## src/rtl/bus_trace_capture_if.sv

```systemverilog
// Signal bundle between a bus trace capture unit and its controller.
//   A_BUS/D_BUS/RW/SYNC : monitored CPU bus
//   arm/stop/mode       : capture control
//   trig_addr/post_cnt  : trigger address and post-trigger entry count
//   rd_req              : pop oldest trace entry
//   busy/done/triggered/overflow/count : capture status
//   rd_valid/rd_entry   : popped entry {cycle, A_BUS, D_BUS, RW, SYNC}
interface bus_trace_capture_if #(
    parameter int ADDR_W = 16,
    parameter int DATA_W = 8,
    parameter int DEPTH  = 16,
    parameter int CYC_W  = 16
);
    localparam int PTR_W = $clog2(DEPTH);
    localparam int ENT_W = CYC_W + ADDR_W + DATA_W + 2;

    logic [ADDR_W-1:0] A_BUS;
    logic [DATA_W-1:0] D_BUS;
    logic              RW;
    logic              SYNC;
    logic              arm;
    logic              stop;
    logic [1:0]        mode;
    logic [ADDR_W-1:0] trig_addr;
    logic [PTR_W-1:0]  post_cnt;
    logic              rd_req;
    logic              busy;
    logic              done;
    logic              triggered;
    logic              overflow;
    logic [PTR_W:0]    count;
    logic              rd_valid;
    logic [ENT_W-1:0]  rd_entry;

    modport slave (
        input  A_BUS, D_BUS, RW, SYNC, arm, stop, mode, trig_addr, post_cnt, rd_req,
        output busy, done, triggered, overflow, count, rd_valid, rd_entry
    );

    modport master (
        output A_BUS, D_BUS, RW, SYNC, arm, stop, mode, trig_addr, post_cnt, rd_req,
        input  busy, done, triggered, overflow, count, rd_valid, rd_entry
    );
endinterface

```

## src/rtl/bus_trace_capture.sv

```systemverilog
// Bus trace capture: records {cycle, A_BUS, D_BUS, RW, SYNC} snapshots of a
// monitored CPU bus into a circular buffer, with free-run, start-on-trigger,
// stop-after-trigger and opcode-only capture modes. Entries are popped
// oldest-first once capture is done.
//   clk : capture clock, rising edge
//   RST : asynchronous active-high reset
//   bus : bus_trace_capture_if slave (monitored bus, control, status, readout)
//
// state     | meaning
// ----------+---------------------------------------------------------
// S_IDLE    | after reset, nothing captured, waiting for arm
// S_WAIT_TRIG| armed in mode 01, waiting for trigger address
// S_CAPTURE | writing entries according to latched mode
// S_POST    | mode 10, writing remaining post-trigger entries
// S_DONE    | capture finished, entries available for readout
module bus_trace_capture #(
    parameter int ADDR_W = 16,
    parameter int DATA_W = 8,
    parameter int DEPTH  = 16,
    parameter int CYC_W  = 16
) (
    input  logic                clk,
    input  logic                RST,
    bus_trace_capture_if.slave  bus
);
    localparam int PTR_W = $clog2(DEPTH);
    localparam int ENT_W = CYC_W + ADDR_W + DATA_W + 2;
    localparam logic [PTR_W:0] CNT_FULL    = (PTR_W+1)'(DEPTH);
    localparam logic [PTR_W:0] CNT_FULL_M1 = (PTR_W+1)'(DEPTH - 1);

    typedef enum logic [2:0] {
        S_IDLE,
        S_WAIT_TRIG,
        S_CAPTURE,
        S_POST,
        S_DONE
    } state_t;

    state_t             state, state_nxt;
    logic [CYC_W-1:0]   cyc;
    logic [PTR_W-1:0]   wr_ptr;
    logic [PTR_W:0]     count;
    logic               overflow;
    logic               triggered;
    logic [1:0]         mode_q;
    logic [PTR_W-1:0]   post_q;
    logic [PTR_W-1:0]   remaining;
    logic               rd_valid;
    logic [ENT_W-1:0]   rd_entry;
    logic [ENT_W-1:0]   mem [DEPTH];

    logic               trig_hit;
    logic               do_write;
    logic               set_trig;
    logic               load_rem;
    logic               dec_rem;
    logic               do_pop;
    logic [PTR_W-1:0]   rd_idx;

    assign trig_hit = (state == S_WAIT_TRIG || state == S_CAPTURE || state == S_POST)
                      && !triggered && (bus.A_BUS == bus.trig_addr);

    // Oldest entry; when full, count[PTR_W-1:0] is 0 and this lands on wr_ptr.
    assign rd_idx = wr_ptr - count[PTR_W-1:0];

    always_comb begin
        state_nxt = state;
        do_write  = 1'b0;
        set_trig  = 1'b0;
        load_rem  = 1'b0;
        dec_rem   = 1'b0;
        do_pop    = 1'b0;
        if (bus.arm) begin
            state_nxt = (bus.mode == 2'b01) ? S_WAIT_TRIG : S_CAPTURE;
        end else begin
            case (state)
                S_WAIT_TRIG: begin
                    if (bus.stop) begin
                        state_nxt = S_DONE;
                    end else if (trig_hit) begin
                        do_write  = 1'b1;
                        set_trig  = 1'b1;
                        state_nxt = S_CAPTURE;
                    end
                end
                S_CAPTURE: begin
                    if (bus.stop) begin
                        state_nxt = S_DONE;
                    end else begin
                        set_trig = trig_hit;
                        case (mode_q)
                            2'b00: do_write = 1'b1;
                            2'b01: begin
                                do_write = 1'b1;
                                if (count == CNT_FULL_M1) state_nxt = S_DONE;
                            end
                            2'b10: begin
                                do_write = 1'b1;
                                if (trig_hit) begin
                                    load_rem  = 1'b1;
                                    state_nxt = (post_q == '0) ? S_DONE : S_POST;
                                end
                            end
                            default: begin
                                do_write = bus.SYNC;
                                if (bus.SYNC && count == CNT_FULL_M1) state_nxt = S_DONE;
                            end
                        endcase
                    end
                end
                S_POST: begin
                    if (bus.stop) begin
                        state_nxt = S_DONE;
                    end else begin
                        do_write = 1'b1;
                        dec_rem  = 1'b1;
                        if (remaining == PTR_W'(1)) state_nxt = S_DONE;
                    end
                end
                S_DONE: do_pop = bus.rd_req && (count != '0);
                default: ;
            endcase
        end
    end

    always_ff @(posedge clk or posedge RST) begin
        if (RST) begin
            state     <= S_IDLE;
            cyc       <= '0;
            wr_ptr    <= '0;
            count     <= '0;
            overflow  <= 1'b0;
            triggered <= 1'b0;
            mode_q    <= 2'b00;
            post_q    <= '0;
            remaining <= '0;
            rd_valid  <= 1'b0;
            rd_entry  <= '0;
        end else begin
            state    <= state_nxt;
            cyc      <= cyc + 1'b1;
            rd_valid <= do_pop;
            if (do_pop) rd_entry <= mem[rd_idx];
            if (bus.arm) begin
                wr_ptr    <= '0;
                count     <= '0;
                overflow  <= 1'b0;
                triggered <= 1'b0;
                mode_q    <= bus.mode;
                post_q    <= bus.post_cnt;
                remaining <= '0;
            end else begin
                if (set_trig) triggered <= 1'b1;
                if (do_write) begin
                    wr_ptr <= wr_ptr + 1'b1;
                    if (count == CNT_FULL) overflow <= 1'b1;
                    else                   count    <= count + 1'b1;
                end
                if (do_pop) count <= count - 1'b1;
                if (load_rem)     remaining <= post_q;
                else if (dec_rem) remaining <= remaining - 1'b1;
            end
        end
    end

    // Trace storage needs no reset: count governs which entries are valid.
    always_ff @(posedge clk) begin
        if (do_write) mem[wr_ptr] <= {cyc, bus.A_BUS, bus.D_BUS, bus.RW, bus.SYNC};
    end

    assign bus.busy      = (state == S_WAIT_TRIG) || (state == S_CAPTURE) || (state == S_POST);
    assign bus.done      = (state == S_DONE);
    assign bus.triggered = triggered;
    assign bus.overflow  = overflow;
    assign bus.count     = count;
    assign bus.rd_valid  = rd_valid;
    assign bus.rd_entry  = rd_entry;
endmodule

```

## src/flat_wrapper.sv

```systemverilog
// flat-port wrapper written by rule: the top's interface ports become plain ports
module bus_trace_capture_flat 
#(
    parameter int ADDR_W = 16,
    parameter int DATA_W = 8,
    parameter int DEPTH  = 16,
    parameter int CYC_W  = 16
)
  (clk, RST, bus_A_BUS, bus_D_BUS, bus_RW, bus_SYNC, bus_arm, bus_stop, bus_mode, bus_trig_addr, bus_post_cnt, bus_rd_req, bus_busy, bus_done, bus_triggered, bus_overflow, bus_count, bus_rd_valid, bus_rd_entry);
  bus_trace_capture_if #(.ADDR_W(ADDR_W), .DATA_W(DATA_W), .DEPTH(DEPTH), .CYC_W(CYC_W)) bus_i ();
  input  logic clk;
  input  logic RST;
  input wire logic [$bits(bus_i.A_BUS)-1:0] bus_A_BUS;
  input wire logic [$bits(bus_i.D_BUS)-1:0] bus_D_BUS;
  input wire logic [$bits(bus_i.RW)-1:0] bus_RW;
  input wire logic [$bits(bus_i.SYNC)-1:0] bus_SYNC;
  input wire logic [$bits(bus_i.arm)-1:0] bus_arm;
  input wire logic [$bits(bus_i.stop)-1:0] bus_stop;
  input wire logic [$bits(bus_i.mode)-1:0] bus_mode;
  input wire logic [$bits(bus_i.trig_addr)-1:0] bus_trig_addr;
  input wire logic [$bits(bus_i.post_cnt)-1:0] bus_post_cnt;
  input wire logic [$bits(bus_i.rd_req)-1:0] bus_rd_req;
  output wire logic [$bits(bus_i.busy)-1:0] bus_busy;
  output wire logic [$bits(bus_i.done)-1:0] bus_done;
  output wire logic [$bits(bus_i.triggered)-1:0] bus_triggered;
  output wire logic [$bits(bus_i.overflow)-1:0] bus_overflow;
  output wire logic [$bits(bus_i.count)-1:0] bus_count;
  output wire logic [$bits(bus_i.rd_valid)-1:0] bus_rd_valid;
  output wire logic [$bits(bus_i.rd_entry)-1:0] bus_rd_entry;
  assign bus_i.A_BUS = bus_A_BUS;
  assign bus_i.D_BUS = bus_D_BUS;
  assign bus_i.RW = bus_RW;
  assign bus_i.SYNC = bus_SYNC;
  assign bus_i.arm = bus_arm;
  assign bus_i.stop = bus_stop;
  assign bus_i.mode = bus_mode;
  assign bus_i.trig_addr = bus_trig_addr;
  assign bus_i.post_cnt = bus_post_cnt;
  assign bus_i.rd_req = bus_rd_req;
  assign bus_busy = bus_i.busy;
  assign bus_done = bus_i.done;
  assign bus_triggered = bus_i.triggered;
  assign bus_overflow = bus_i.overflow;
  assign bus_count = bus_i.count;
  assign bus_rd_valid = bus_i.rd_valid;
  assign bus_rd_entry = bus_i.rd_entry;
  bus_trace_capture #(.ADDR_W(ADDR_W), .DATA_W(DATA_W), .DEPTH(DEPTH), .CYC_W(CYC_W)) u_core (.clk(clk), .RST(RST), .bus(bus_i));
endmodule
```

## config.mk

```make
export PLATFORM = sky130hd
export DESIGN_NAME = bus_trace_capture_flat
export DESIGN_NICKNAME = d
export VERILOG_FILES = /design/src/rtl/bus_trace_capture_if.sv /design/src/rtl/bus_trace_capture.sv /design/src/flat_wrapper.sv
export SDC_FILE = /design/constraint.sdc
export NUM_CORES = 1
export LEC_CHECK = 0
export CAP_MARGIN = 20
export CORE_MARGIN = 10
export CORE_UTILIZATION = 60
export CTS_CLUSTER_DIAMETER = 200
export CTS_CLUSTER_SIZE = 8
export DETAILED_ROUTE_END_ITERATION = 6
export GPL_TIMING_DRIVEN = 0
export HOLD_SLACK_MARGIN = 0.15
export PLACE_DENSITY = 0.78
export REMOVE_ABC_BUFFERS = 1
export SYNTH_ARGS = -nofsm -noshare
export SYNTH_HDL_FRONTEND = slang
export SYNTH_SLANG_ARGS = --single-unit
```

## constraint.sdc

```tcl
create_clock -name clk -period 17.5 [get_ports clk]
set_clock_uncertainty 0.2 [all_clocks]
set_input_delay 5.25 -clock clk [delete_from_list [all_inputs] [get_ports clk]]
set_output_delay 5.25 -clock clk [all_outputs]
set_load 0.02 [all_outputs]
```

======== Word level (Yosys, flattened, before mapping) ========
Memories as Yosys holds them, arrays and structs flattened. A register that Yosys moved wholly into a read port is not among the register bits.
Index checks and enable logic that the tools add are counted.
storage, ports and cells
  flip-flop bits (word level) ............. 41
  memory bits (writable) .................. 672
  input port bits ......................... 53
  output and inout port bits .............. 52
  logic and storage cells ................. 102
  memories ................................ 1
cells by class
  add/sub/neg operators ................... 6
  equality and inequality tests ........... 18
  mux-type cells .......................... 47
  reduce and logical (&&, ||, !) cells .... 20
memory list
  memory      words  width  read ports  clocked after Yosys merged registers in  write ports  RTL line                 text
  u_core.mem  16     42     1           1                                        1            bus_trace_capture.sv:50  logic [ENT_W-1:0] mem [DEPTH];
operator list
  kind                                                 count
  two-way mux 3 bit                                    10
  two-way mux 1 bit                                    23
  two-way mux 4 bit                                    5
  two-way mux 5 bit                                    4
  case mux 3 bit (3 select lines)                      2
  adder 16 x 1 -> 16 bit, second input constant        1
  equality test 16 bit                                 1
  != test 4 bit, second input constant                 2
  AND reduction 7 bit                                  1
  equality test 3 x 2 -> 1 bit, second input constant  2
  != test 6 bit, second input constant                 1
  nonzero test 2 bit                                   3
  nonzero test 3 bit                                   2
  adder 5 x 1 -> 5 bit, second input constant          1
  equality test 5 x 4 -> 1 bit, second input constant  1
  equality test 5 bit, second input constant           1
  != test 5 x 4 -> 1 bit, second input constant        1
  != test 5 bit, second input constant                 1
  nonzero test 5 bit                                   1
  subtractor 5 x 1 -> 5 bit, second input constant     1
  adder 4 x 1 -> 4 bit, second input constant          1
  equality test 2 x 1 -> 1 bit, second input constant  2
  equality test 4 x 1 -> 1 bit, second input constant  1
  logical AND 1 bit                                    4
  17 further kinds                                     19

======== Depth between registers and ports, before layout ========
Gate-level depths: netlist of run 1.
  depth in word-level cells ............... 12
  mapped depth ............................ 12
  mapped depth without buffers ............ 9

======== Worst setup path before layout of run 1 ========
No wires, ideal clock.
  path type ............................... in2reg
  start point ............................. input bus_trig_addr[7]
  end point ............................... memory u_core.mem[0][0] in the netlist's numbering, enable pin
  setup time .............................. 0.547 ns
  arrival time ............................ 10.352 ns
  data required time ...................... 16.753 ns
  slack ................................... 6.401 ns
  cell stages on the path ................. 6
  path buffers ............................ 1
  cell sequence ........................... xor2_1 > nor4_2 > and2_1 > buf_4 > a41oi_4 > nor4bb_1
on the way
  longest elaborated chain between the ends .. 8
RTL lines
  what                                     RTL line                  text
  start: declaration                       flat_wrapper.sv:20        input wire logic [$bits(bus_i.trig_addr)-1:0] bus_trig_addr;
  equality test 16 bit                     bus_trace_capture.sv:61   && !triggered && (bus.A_BUS == bus.trig_addr);
  logical AND 1 bit                        bus_trace_capture.sv:61
  two-way mux 1 bit                        bus_trace_capture.sv:80   end else if (trig_hit) begin
  two-way mux 1 bit                        bus_trace_capture.sv:78   if (bus.stop) begin
  case mux 1 bit (3 select lines)          bus_trace_capture.sv:76   case (state)
  two-way mux 1 bit                        bus_trace_capture.sv:73   if (bus.arm) begin
  two-way mux 1 bit                        bus_trace_capture.sv:168  if (do_write) mem[wr_ptr] <= {cyc, bus.A_BUS, bus.D_BUS, bus.RW, bus.SYNC};
  two-way mux 1 bit (not written as such)  bus_trace_capture.sv:168
  end: declaration                         bus_trace_capture.sv:50
No other way between the ends.

======== Worst setup path after layout of run 1 ========
  start point ............................. input bus_A_BUS[10]
  end point ............................... memory u_core.mem[14][5] in the netlist's numbering, enable pin
on the way
  longest elaborated chain between the ends .. 8
RTL lines
  what                                     RTL line                  text
  start: declaration                       flat_wrapper.sv:13        input wire logic [$bits(bus_i.A_BUS)-1:0] bus_A_BUS;
  equality test 16 bit                     bus_trace_capture.sv:61
  logical AND 1 bit                        bus_trace_capture.sv:61
  two-way mux 1 bit                        bus_trace_capture.sv:80
  two-way mux 1 bit                        bus_trace_capture.sv:78
  case mux 1 bit (3 select lines)          bus_trace_capture.sv:76
  two-way mux 1 bit                        bus_trace_capture.sv:73
  two-way mux 1 bit                        bus_trace_capture.sv:168
  two-way mux 1 bit (not written as such)  bus_trace_capture.sv:168
No other way between the ends.

==> results.tsv, run 1 <==
stage	metric	value	unit
setup_path	slowest CP cell	nor3b_2	
clock_network	Max Root-Sink Buffers	3	
setup_path	Worst Path Required	17.63	ns
timing	Fmax achieved	104	MHz
final_layout	NumNets Final	1830	
clock_network	cts repair resizes	0	
detailed_routing	top sig layer	met4	
setup_path	CP cell instances	clkdlybuf4s50_1 -> xor2_1 -> nor4_1 -> and3_1 -> a41oi_4 -> nor3b_2 -> buf_6 -> buf_6	
pwr	Lkg Pwr	0.0121	uW
floorplanning	die width	244	um
detailed_routing	Vias	16600	
global_routing	gr usage total	0.250	
clock_network	cts bufs inserted	104	
floorplanning	die height	244	um
final_layout	n_diodes	0	
pwr	overall power	5150	uW
setup_path	reg2reg setup slack	13.13	ns
timing	worst slew pin tran	1.19	ns
synthesis	synth unique cells	60	
status	status	completed	
global_routing	vias in the first global route	17200	
flow_run	Max Cap Violations	0	
detailed_routing	via count normalized by instance count	6.60	
synthesis	syn avg cell area	19.5	um2
synthesis	cell taking the most area after synthesis	edfxtp_1	
pwr	Flop pwr share	0.399	
synthesis	ys flop type	edfxtp_1	
clock_network	cts hold-fix bufs	0	
timing	max-slew violation count	0	
global_routing	GRT overflow	0	
final_layout	Final Non-Filler Cells	2516	
detailed_routing	Routed WL per cell	29.1	um
setup_path	Setup crit start kind	input pin	
pwr	sw frac	0.273	
setup_path	Reg2Reg Depth	10	
floorplanning	IO Count	105	
floorplanning	core area	49900	um2
placement	Placed Instances	2323	
synthesis	simple-gate share of the synthesized area	0.0461	
detailed_routing	routed wire length on met2	37200	um
synthesis	top post-synthesis cells by count	edfxtp_1, mux4_2, nor2b_1, dfrtp_1, nand2_1	
final_layout	share of cells above drive strength 1	0.225	
global_routing	initial antenna violation count	0	
synthesis	mux contribution to synthesized area	0.129	
timing	Setup TNS Final	0	ns
synthesis	register area share after synthesis	0.739	
timing	RSZ-0062 raised after global routing	false	
setup_path	Worst Path Arrival	9.75	ns
setup_path	crit-path max cell delay	1.12	ns
synthesis	post-synth top area share	0.670	
final_layout	fill cell count	2821	
placement	port bufs	104	
pwr	clock share of power	0.358	
final_layout	final core occ	0.723	
setup_path	reg2reg end	u_core.bus.rd_entry[39]	
placement	Placer Congestion	0.772	
pwr	PwrDens	143	nW/um2
synthesis	largest family of logic cells by synthesized area	multiplexers	
clock_network	H-tree levels	3	
timing	Final Hold Vio Count	0	
min_path	Hold Path Class	reg2reg	
synthesis	Warnings, synthesis	0	
synthesis	dominant cells by area after synthesis	edfxtp_1, mux4_2, dfrtp_1	
pwr	combinational share of power	0.243	
detailed_routing	metal3 WL	6030	um
timing	final number of setup-violating endpoints	0	
synthesis	most frequent cell after synthesis	edfxtp_1	
detailed_routing	DRT met1 WL	27700	um
global_routing	largest net degree at the start of global routing	69	
synthesis	number of synthesized flops with an enable pin	672	
setup_path	crit-path max FO	23	
synthesis	Synth Area in Compound Gates	0.0479	
clock_network	Worst-path clk slew	0.05	ns
synthesis	synthesized flop and latch total	755	
setup_path	CP startpoint	bus_A_BUS[10]	
timing	fin crit period	9.61	ns
floorplanning	Initial Util	0.604	
detailed_routing	Detail Route Antenna Nets	0	
final_layout	Area growth, synth to finish	19.7	%
clock_network	clock latency on the worst-skew pair	0.64	ns
clock_network	Clock Sinks	755	
detailed_routing	WL final	73300	um
clock_network	CTS tree	done	
pwr	switching power	1410	uW
timing	period utilization	0.549	
synthesis	Netlist Area Pre-Place	30100	um2
synthesis	Synth Area in XOR/XNOR	0.0116	
floorplanning	die area	59600	um2
synthesis	Gate Count Post-Synth	1543	
floorplanning	num rows	82	
clock_network	Root Driver	clkbuf_16	
pwr	Max VDD drop	0.0986	mV
setup_path	Worst Setup Path Type	in2reg	
global_routing	global-route wire length before repair	111000	um
setup_path	crit path capture	u_core.mem[14][5]	
clock_network	setup bufs post-CTS	0	
pwr	Int Power	3750	uW
detailed_routing	drt initial violations	1846	
setup_path	CP Capture Type	register	
placement	Detailed Place HPWL	42600	um
synthesis	Post-Synth Adder-Cell Area	0.00839	
setup_path	Crit path top cell by count	buf_6	
detailed_routing	Residual DRC	0	
timing	Max-slew headroom	0.206	
setup_path	reg2reg start	u_core.wr_ptr[0]	
detailed_routing	TritonRoute pass-1 iters	5	
synthesis	ys async rst share	0.110	
## through the flow
| stage | cell area (um2) | worst slack [ns] | hold slack, ns |
|---|---|---|---|
| after floorplan | 29600 | 6.16 | 0.261 |
| after global placement | 31500 | -0.684 | 0.259 |
| after detailed placement | 33100 | 6.98 | 0.266 |
| after CTS | 36000 | 7.56 | 0.277 |
| after global routing | 36100 | 7.80 | 0.295 |
| final | 36100 | 7.89 | 0.269 |
## power by group through the flow
stage / Clock [uW] / Combinational (uW) / Sequential [uW]
after floorplan: 0 / 962 / 2110
after global placement: 0 / 1430 / 2090
after detailed placement: 0 / 1230 / 2090
after CTS: 1860 / 1270 / 2060
after global routing: 1950 / 1350 / 2060
final: 1850 / 1250 / 2060
## registers in the layout (all words and copies together), names as in the netlist
register              count
u_core.bus.overflow       1
u_core.bus.rd_entry      42
u_core.post_q             4
u_core.mode_q             2
u_core.bus.count          5
u_core.bus.rd_valid       1
u_core.wr_ptr             4
u_core.bus.triggered      1
u_core.state              3
u_core.cyc               16
u_core.mem              672
u_core.remaining          4
## cell families (layout without fill, tap and decap cells)
kind of cell | Yosys count | count (layout)
flip-flops | 755 | 755
AND/OR/NAND/NOR | 257 | 257
AO/OA/AOI/OAI | 179 | 179
multiplexers | 177 | 177
buffers and inverters | 116 | 417
XOR/XNOR | 40 | 40
adder cells (fa/ha/maj) | 19 | 19
## critical path: cells and delay by family
family | cells | cell delay, ns
compound gates | 1 | 0.53
buf+inv | 3 | 1.25
simple gates | 3 | 2.37
xor+xnor | 1 | 0.30
## cell usage in the layout, fill, tap and decap left out, types with 3 or more instances in the layout
| cell | instances |
|---|---|
| nor3b_2 | 6 |
| mux2_2 | 3 |
| a2111oi_0 | 42 |
| xnor2_1 | 13 |
| nand2_1 | 76 |
| nor4_1 | 4 |
| a211oi_1 | 5 |
| nor2b_1 | 92 |
| nor3_1 | 4 |
| a221oi_1 | 43 |
| o21a_1 | 3 |
| buf_16 | 13 |
| buf_6 | 70 |
| inv_6 | 4 |
| dfrtp_1 | 83 |
| buf_8 | 13 |
| inv_1 | 20 |
| mux2i_1 | 6 |
| and3_1 | 3 |
| a32o_1 | 4 |
| edfxtp_1 | 672 |
| ha_1 | 16 |
| nand3_1 | 13 |
| clkbuf_1 | 82 |
| o31ai_1 | 42 |
| clkdlybuf4s50_1 | 104 |
| clkbuf_16 | 105 |
| mux4_2 | 168 |
| xor2_1 | 26 |
| o21ai_0 | 9 |
| nor3_2 | 8 |
| nor3b_1 | 4 |
| a21oi_1 | 8 |
| a21o_1 | 4 |
| nor2_1 | 25 |
## layer usage
layer / vias up / global-route usage
met5: - / 0
met4: 0 / 0.102
met3: 178 / 0.0448
met2: 994 / 0.409
met1: 8652 / 0.330
li1: 6779 / -
## worst min path at each step
stage	start	endpoint	slack, ns	cells past startpoint
2_1_floorplan	u_core.post_q[3]	u_core.post_q[3]	0.26	2
3_3_place_gp	u_core.bus.rd_entry[7]	u_core.bus.rd_entry[7]	0.26	2
3_5_place_dp	u_core.bus.rd_entry[7]	u_core.bus.rd_entry[7]	0.27	2
4_1_cts	u_core.bus.rd_entry[7]	u_core.bus.rd_entry[7]	0.28	2
5_1_grt	u_core.bus.rd_entry[5]	u_core.bus.rd_entry[5]	0.29	2
6_report	u_core.bus.rd_entry[16]	u_core.bus.rd_entry[16]	0.27	2
## cell type report
cell class              count  area, um2  share of cell area
repair buffers            204       2420              0.0672
clock buffers             187       2940              0.0814
multi-input cells         672       7470               0.207
flip-flops and latches    755      22300               0.617
inverters                  21       81.3             0.00226
clock inverters             5       42.5             0.00118
well taps                 672        841              0.0233
(Power assumes the default switching activity.)
==> run 2: changes to the inputs <==
==> constraint.sdc (replaced) <==
create_clock -name clk -period 9.5 [get_ports clk]
set_clock_uncertainty 0.2 [all_clocks]
set_input_delay 2.85 -clock clk [delete_from_list [all_inputs] [get_ports clk]]
set_output_delay 2.85 -clock clk [all_outputs]
set_load 0.02 [all_outputs]
==> results of run 2 <==
The final DEF is identical to that of run 1. Status: completed.
Main changes from that run: setup slack after placement 6.98 ns -> 1.38 ns; setup slack after layout 7.89 ns -> 2.29 ns; register-to-register setup slack 13.13 ns -> 5.13 ns; total power 5150 uW -> 9490 uW; worst IR drop on VDD 0.0986 mV -> 0.182 mV
==> variant 1 (config.mk and constraints of run 2) <==
Encoding of `state_t`: now one-hot (5 bits for 5 states).
--- a/src/rtl/bus_trace_capture.sv
+++ b/src/rtl/bus_trace_capture.sv
@@ -30,8 +30,8 @@
 
-    typedef enum logic [2:0] {
-        S_IDLE,
-        S_WAIT_TRIG,
-        S_CAPTURE,
-        S_POST,
-        S_DONE
+    typedef enum logic [4:0] {
+        S_IDLE      = 5'b00001,
+        S_WAIT_TRIG = 5'b00010,
+        S_CAPTURE   = 5'b00100,
+        S_POST      = 5'b01000,
+        S_DONE      = 5'b10000
     } state_t;
Behaviour: same outputs for any inputs over 4 cycles, from zero or initial values and one cycle with RST high; so few cycles prove little.
==> variant 1 against run 2 <==
  * Maximum frequency fell by 1.2%
  * Critical path type unchanged
  * Power rose by 2.3%
  * First-iteration DRC count rose by 0.70%
  * Cell area fell by 3.2%
  * Setup slack got worse by 0.086 ns
  * Hold slack improved by 0.053 ns
  * Area after synthesis fell by 3.1%
  * Sequential cell count rose by 2
  * Wire length fell by 0.79%
==> variant 1: results (changes against run 2) <==
stage	metric	value	unit	change
logic_synthesis	synth_cells	1422		-7.8%
detailed_routing	wl	72700	um	-0.79%
finish	layout-drive-gt1-share	21.2	%	-1.2 points
logic_synthesis	synth_async_sr_flop_share	11.2	%	+0.24 points
detailed_routing	first_pass_iters	5		unchanged
finish	fillers	2575		-8.7%
global_route	grt_pass1_vias	16700		-3.1%
finish	layoutNonFillerInstCount	2302		-8.5%
placement	place_congestion	0.755		-2.3%
placement	dp_hpwl	38500	um	-9.6%
timing	relSlewSlack	29.6	%	+9.0 points
finish	clkCellAreaFrac	8.69	%	+0.43 points
placement	pre_cts_slack	1.64	ns	+0.253 ns
finish	area_share_nonclk_buffers	5.94	%	-0.78 points
finish	multi_input_cells	578		-14%
clocking	post_cts_buffers	0		unchanged
finish	nNonClkBuffers	147		-28%
detailed_routing	drt_iter0_drc	1859		+0.70%
global_route	grt_max_degree	57		-17%
finish	final_net_count	1676		-8.4%
worst_setup_path	critical-path-max-stage-delay	0.88	ns	-0.24 ns
status	outcome	complete, no violations		
logic_synthesis	synth_compound_area_share	3.75	%	-1.0 points
power_and_ir_drop	p_leak	11.8	nW	-3.1%
logic_synthesis	synthMuxAreaShare	13.6	%	+0.76 points
finish	multi_input_area_share	19.1	%	-1.6 points
placement	io_buffers	104		unchanged
global_route	grt_pass1_wl	108000	um	-2.4%
logic_synthesis	synth_area_leaders	edfxtp_1 (69%), mux4_2 (13%), dfrtp_1 (7.2%)		
clocking	cts_root_buffer	clkbuf_16		
worst_setup_path	cp.arrival	7.44	ns	+0.09 ns
placement	dp_cells	2113		-9.0%
logic_synthesis	yosys.area_share.adder	0.866	%	+0.027 points
finish	clock_buffers	184		-1.6%
logic_synthesis	synthDistinctLibCells	49		-18%
worst_setup_path	crit_slowest_cell	clkdlybuf4s50_1		
finish	seq_cell_count	757		+0.26%
logic_synthesis	synth_seq_area_share	76.4	%	+2.5 points
global_route	grt_usage	25.8	%	+0.86 points
power_and_ir_drop	peakVddDrop	0.199	mV	+9.4%
detailed_routing	vias	15600		-6.0%
logic_synthesis	synthTopCellsByCount	edfxtp_1 (672), mux4_2 (168), nor2_1 (86), a22oi_1 (84), dfrtp_1 (84)		
finish	nNonClkInverters	16		-24%
logic_synthesis	synth-xor-area-share	1.23	%	+0.067 points
worst_setup_path	crit_fanout	19		-17%
finish	seq_share	63.9	%	+2.2 points
## variant 1: cell types whose count changed in the layout (fill, tap and decap cells not counted), sizes merged, moves of 41 or more
cell	before	now
a2111oi	42	0
a221oi	43	0
a22oi	1	84
a31oi	2	43
buf	100	43
nand2	77	23
nor2	26	87
nor2b	92	9
o31ai	42	0
## variant 1: through the flow
stage	power (mW)	instance area (sq um)
finish	9.72	34900
global route	10.1	34900
CTS	9.76	34900
detailed placement	6.30	31900
global placement	6.54	30700
floorplan	5.76	28900
## variant 1: worst paths after layout
path,startpoint,depth (start not counted),slack [ns],endpoint
max,bus_A_BUS[12],9,2.20,u_core.mem[1][29]$_DFFE_PP_
min,u_core.state[0]$_DFFE_PP1P_,1,0.32,u_core.state[0]$_DFFE_PP1P_
max reg2reg,u_core.state[3]$_DFFE_PP0P_,7,5.25,u_core.mem[1][29]$_DFFE_PP_
min reg2reg,u_core.state[0]$_DFFE_PP1P_,1,0.32,u_core.state[0]$_DFFE_PP1P_
max in group asynchronous,RST,3,5.86,u_core.bus.rd_entry[20]$_DFFE_PP0P_
min in group asynchronous,RST,2,2.48,u_core.bus.rd_valid$_DFF_PP0_
## variant 1: metal layers
metal / vias to the layer above / track usage [%] / routed length (um)
li1: 6238 / - / -
met1: 8164 / 33.8 / 27000
met2: 1029 / 42.5 / 36800
met3: 171 / 5.36 / 6490
met4: 0 / 9.61 / 2410
met5: - / 0 / 0
## variant 1: power by group
part | leakage (nW) | total [mW] | internal [mW] | switching, mW
combinational | 2.97 | 2.44 | 1.17 | 1.28
clock | 1.44 | 3.44 | 2.08 | 1.36
sequential | 7.35 | 3.83 | 3.74 | 0.0986
==> variant 2 (flow settings as in run 2) <==
Made on the original files. `DEPTH` is set to 16 in 3 places; all go to 32.
--- a/src/rtl/bus_trace_capture_if.sv
+++ b/src/rtl/bus_trace_capture_if.sv
@@ -10,3 +10,3 @@
     parameter int DATA_W = 8,
-    parameter int DEPTH  = 16,
+    parameter int DEPTH  = 32,
     parameter int CYC_W  = 16
--- a/src/rtl/bus_trace_capture.sv
+++ b/src/rtl/bus_trace_capture.sv
@@ -18,3 +18,3 @@
     parameter int DATA_W = 8,
-    parameter int DEPTH  = 16,
+    parameter int DEPTH  = 32,
     parameter int CYC_W  = 16
--- a/src/flat_wrapper.sv
+++ b/src/flat_wrapper.sv
@@ -5,3 +5,3 @@
     parameter int DATA_W = 8,
-    parameter int DEPTH  = 16,
+    parameter int DEPTH  = 32,
     parameter int CYC_W  = 16
Ports: changed (resized bus_count and bus_post_cnt); port bits go from 105 to 107. No check against the original RTL was run, so the function may have changed too.
==> variant 2 against run 2 <==
  * Hold slack better by 0.036 ns
  * Utilization up 0.21 points
  * Final cell count up 81%
  * Power up 92%
  * Area after synthesis increased by 86%
  * Largest cell class unchanged
  * Cell area is 85% higher
  * Global-route usage rose by 4.7 points
  * Sequential cell count rose by 676
  * Count of clock-buffer cells in the layout is 161 higher
  * Critical path depth rose by 1
  * Highest routed layer is now met5
  * Critical path type unchanged
  * Setup slack worse by 1.1 ns
  * Wire length rose by 120%
==> variant 2: results (changes against run 2) <==
stage	metric	value	unit	change
power_and_ir_drop	peakVddDrop	0.220	mV	+21%
finish	clock_buffers	348		+86%
power_and_ir_drop	p_leak	22.5	nW	+85%
global_route	met2_usage	49.4	%	+8.5 points
logic_synthesis	syn_avg_cell_area	19.4	sq um	-0.73%
placement	dp_hpwl	84200	um	+98%
logic_synthesis	synthTopCellsByCount	edfxtp_1 (1,344), nand2_1 (439), mux4_2 (336), nor2_1 (101), nand4_1 (94)		
logic_synthesis	synth_area_leaders	edfxtp_1 (72%), mux4_2 (14%), dfrtp_1 (3.9%)		
placement	place_area	60600	sq um	+83%
detailed_routing	avgViaCountPerCell	7.00		+6.1%
finish	fillers	4701		+67%
detailed_routing	wl_per_cell	34.8	um	+20%
logic_synthesis	synthMuxAreaShare	13.7	%	+0.80 points
detailed_routing	drt_iter0_drc	4658		+150%
timing	worst_pin_slew	1.10	ns	-0.0821 ns
finish	nNonClkInverters	19		-9.5%
detailed_routing	first_pass_iters	7		+2
worst_setup_path	cp.arrival	8.62	ns	+1.27 ns
placement	dp_cells	4182		+80%
logic_synthesis	synth_area	56000	sq um	+86%
finish	reg_top3	u_core.mem (1344), u_core.bus.rd_entry (42), u_core.cyc (16)		
detailed_routing	wl_met3	17900	um	+200%
clocking	htree_levels	4		+1
finish	seq_share	63.7	%	+2.0 points
finish	clkCellAreaFrac	8.67	%	+0.41 points
clocking	clk_latency	0.81	ns	+0.17 ns
finish	multi_input_comb_area	12800	sq um	+72%
global_route	gr-usage-met1	35.5	%	+2.5 points
placement	pre_cts_slack	0.643	ns	-0.738 ns
detailed_routing	route.met2.wl	80600	um	+120%
clocking	numCtsBuffers	196		+88%
status	outcome	complete, no violations		
finish	layout-drive-gt1-share	22.1	%	-0.38 points
logic_synthesis	synth-xor-area-share	0.719	%	-0.44 points
finish	area_share_nonclk_buffers	5.94	%	-0.78 points
==> variant 2: changes by cell type after synthesis, moves of 41 or more <==
| cell | before | now |
|---|---|---|
| a221oi_1 | 43 | 0 |
| nand4_1 | 2 | 94 |
| o211ai_1 | 0 | 84 |
| mux4_2 | 168 | 336 |
| a31oi_1 | 2 | 43 |
| nor2b_1 | 92 | 6 |
| edfxtp_1 | 672 | 1344 |
| a2111oi_0 | 42 | 0 |
| nand2_1 | 77 | 439 |
| nor2_1 | 25 | 101 |
==> variant 2: worst paths after layout <==
kind / startpoint / to / slack (ns)
hold / removal: u_core.bus.overflow$_DFFE_PP0P_ / u_core.bus.overflow$_DFFE_PP0P_ / 0.30
hold reg to reg: u_core.bus.overflow$_DFFE_PP0P_ / u_core.bus.overflow$_DFFE_PP0P_ / 0.30
min in group asynchronous: RST / u_core.bus.rd_entry[24]$_DFFE_PP0P_ / 2.30
setup reg to reg: u_core.wr_ptr[0]$_DFFE_PP0P_ / u_core.bus.rd_entry[10]$_DFFE_PP0P_ / 4.92
max in group asynchronous: RST / u_core.bus.rd_entry[5]$_DFFE_PP0P_ / 6.03
setup / recovery: bus_A_BUS[14] / u_core.mem[26][6]$_DFFE_PP_ / 1.17
==> variant 2: power breakdown <==
part	internal, mW	total (mW)	switching [mW]
logic	1.89	4.48	2.59
clock network	3.90	6.61	2.71
registers	6.98	7.10	0.125
==> variant 2: critical path, stage by stage <==
cell and delay [ns]:
clkdlybuf4s50_1 1.18, xnor2_1 0.20, nand4_1 0.60, nor4_4 0.93, a21o_1 0.53, nand3_1 0.80
nor2_4 0.98, buf_12 0.28, buf_16 0.21
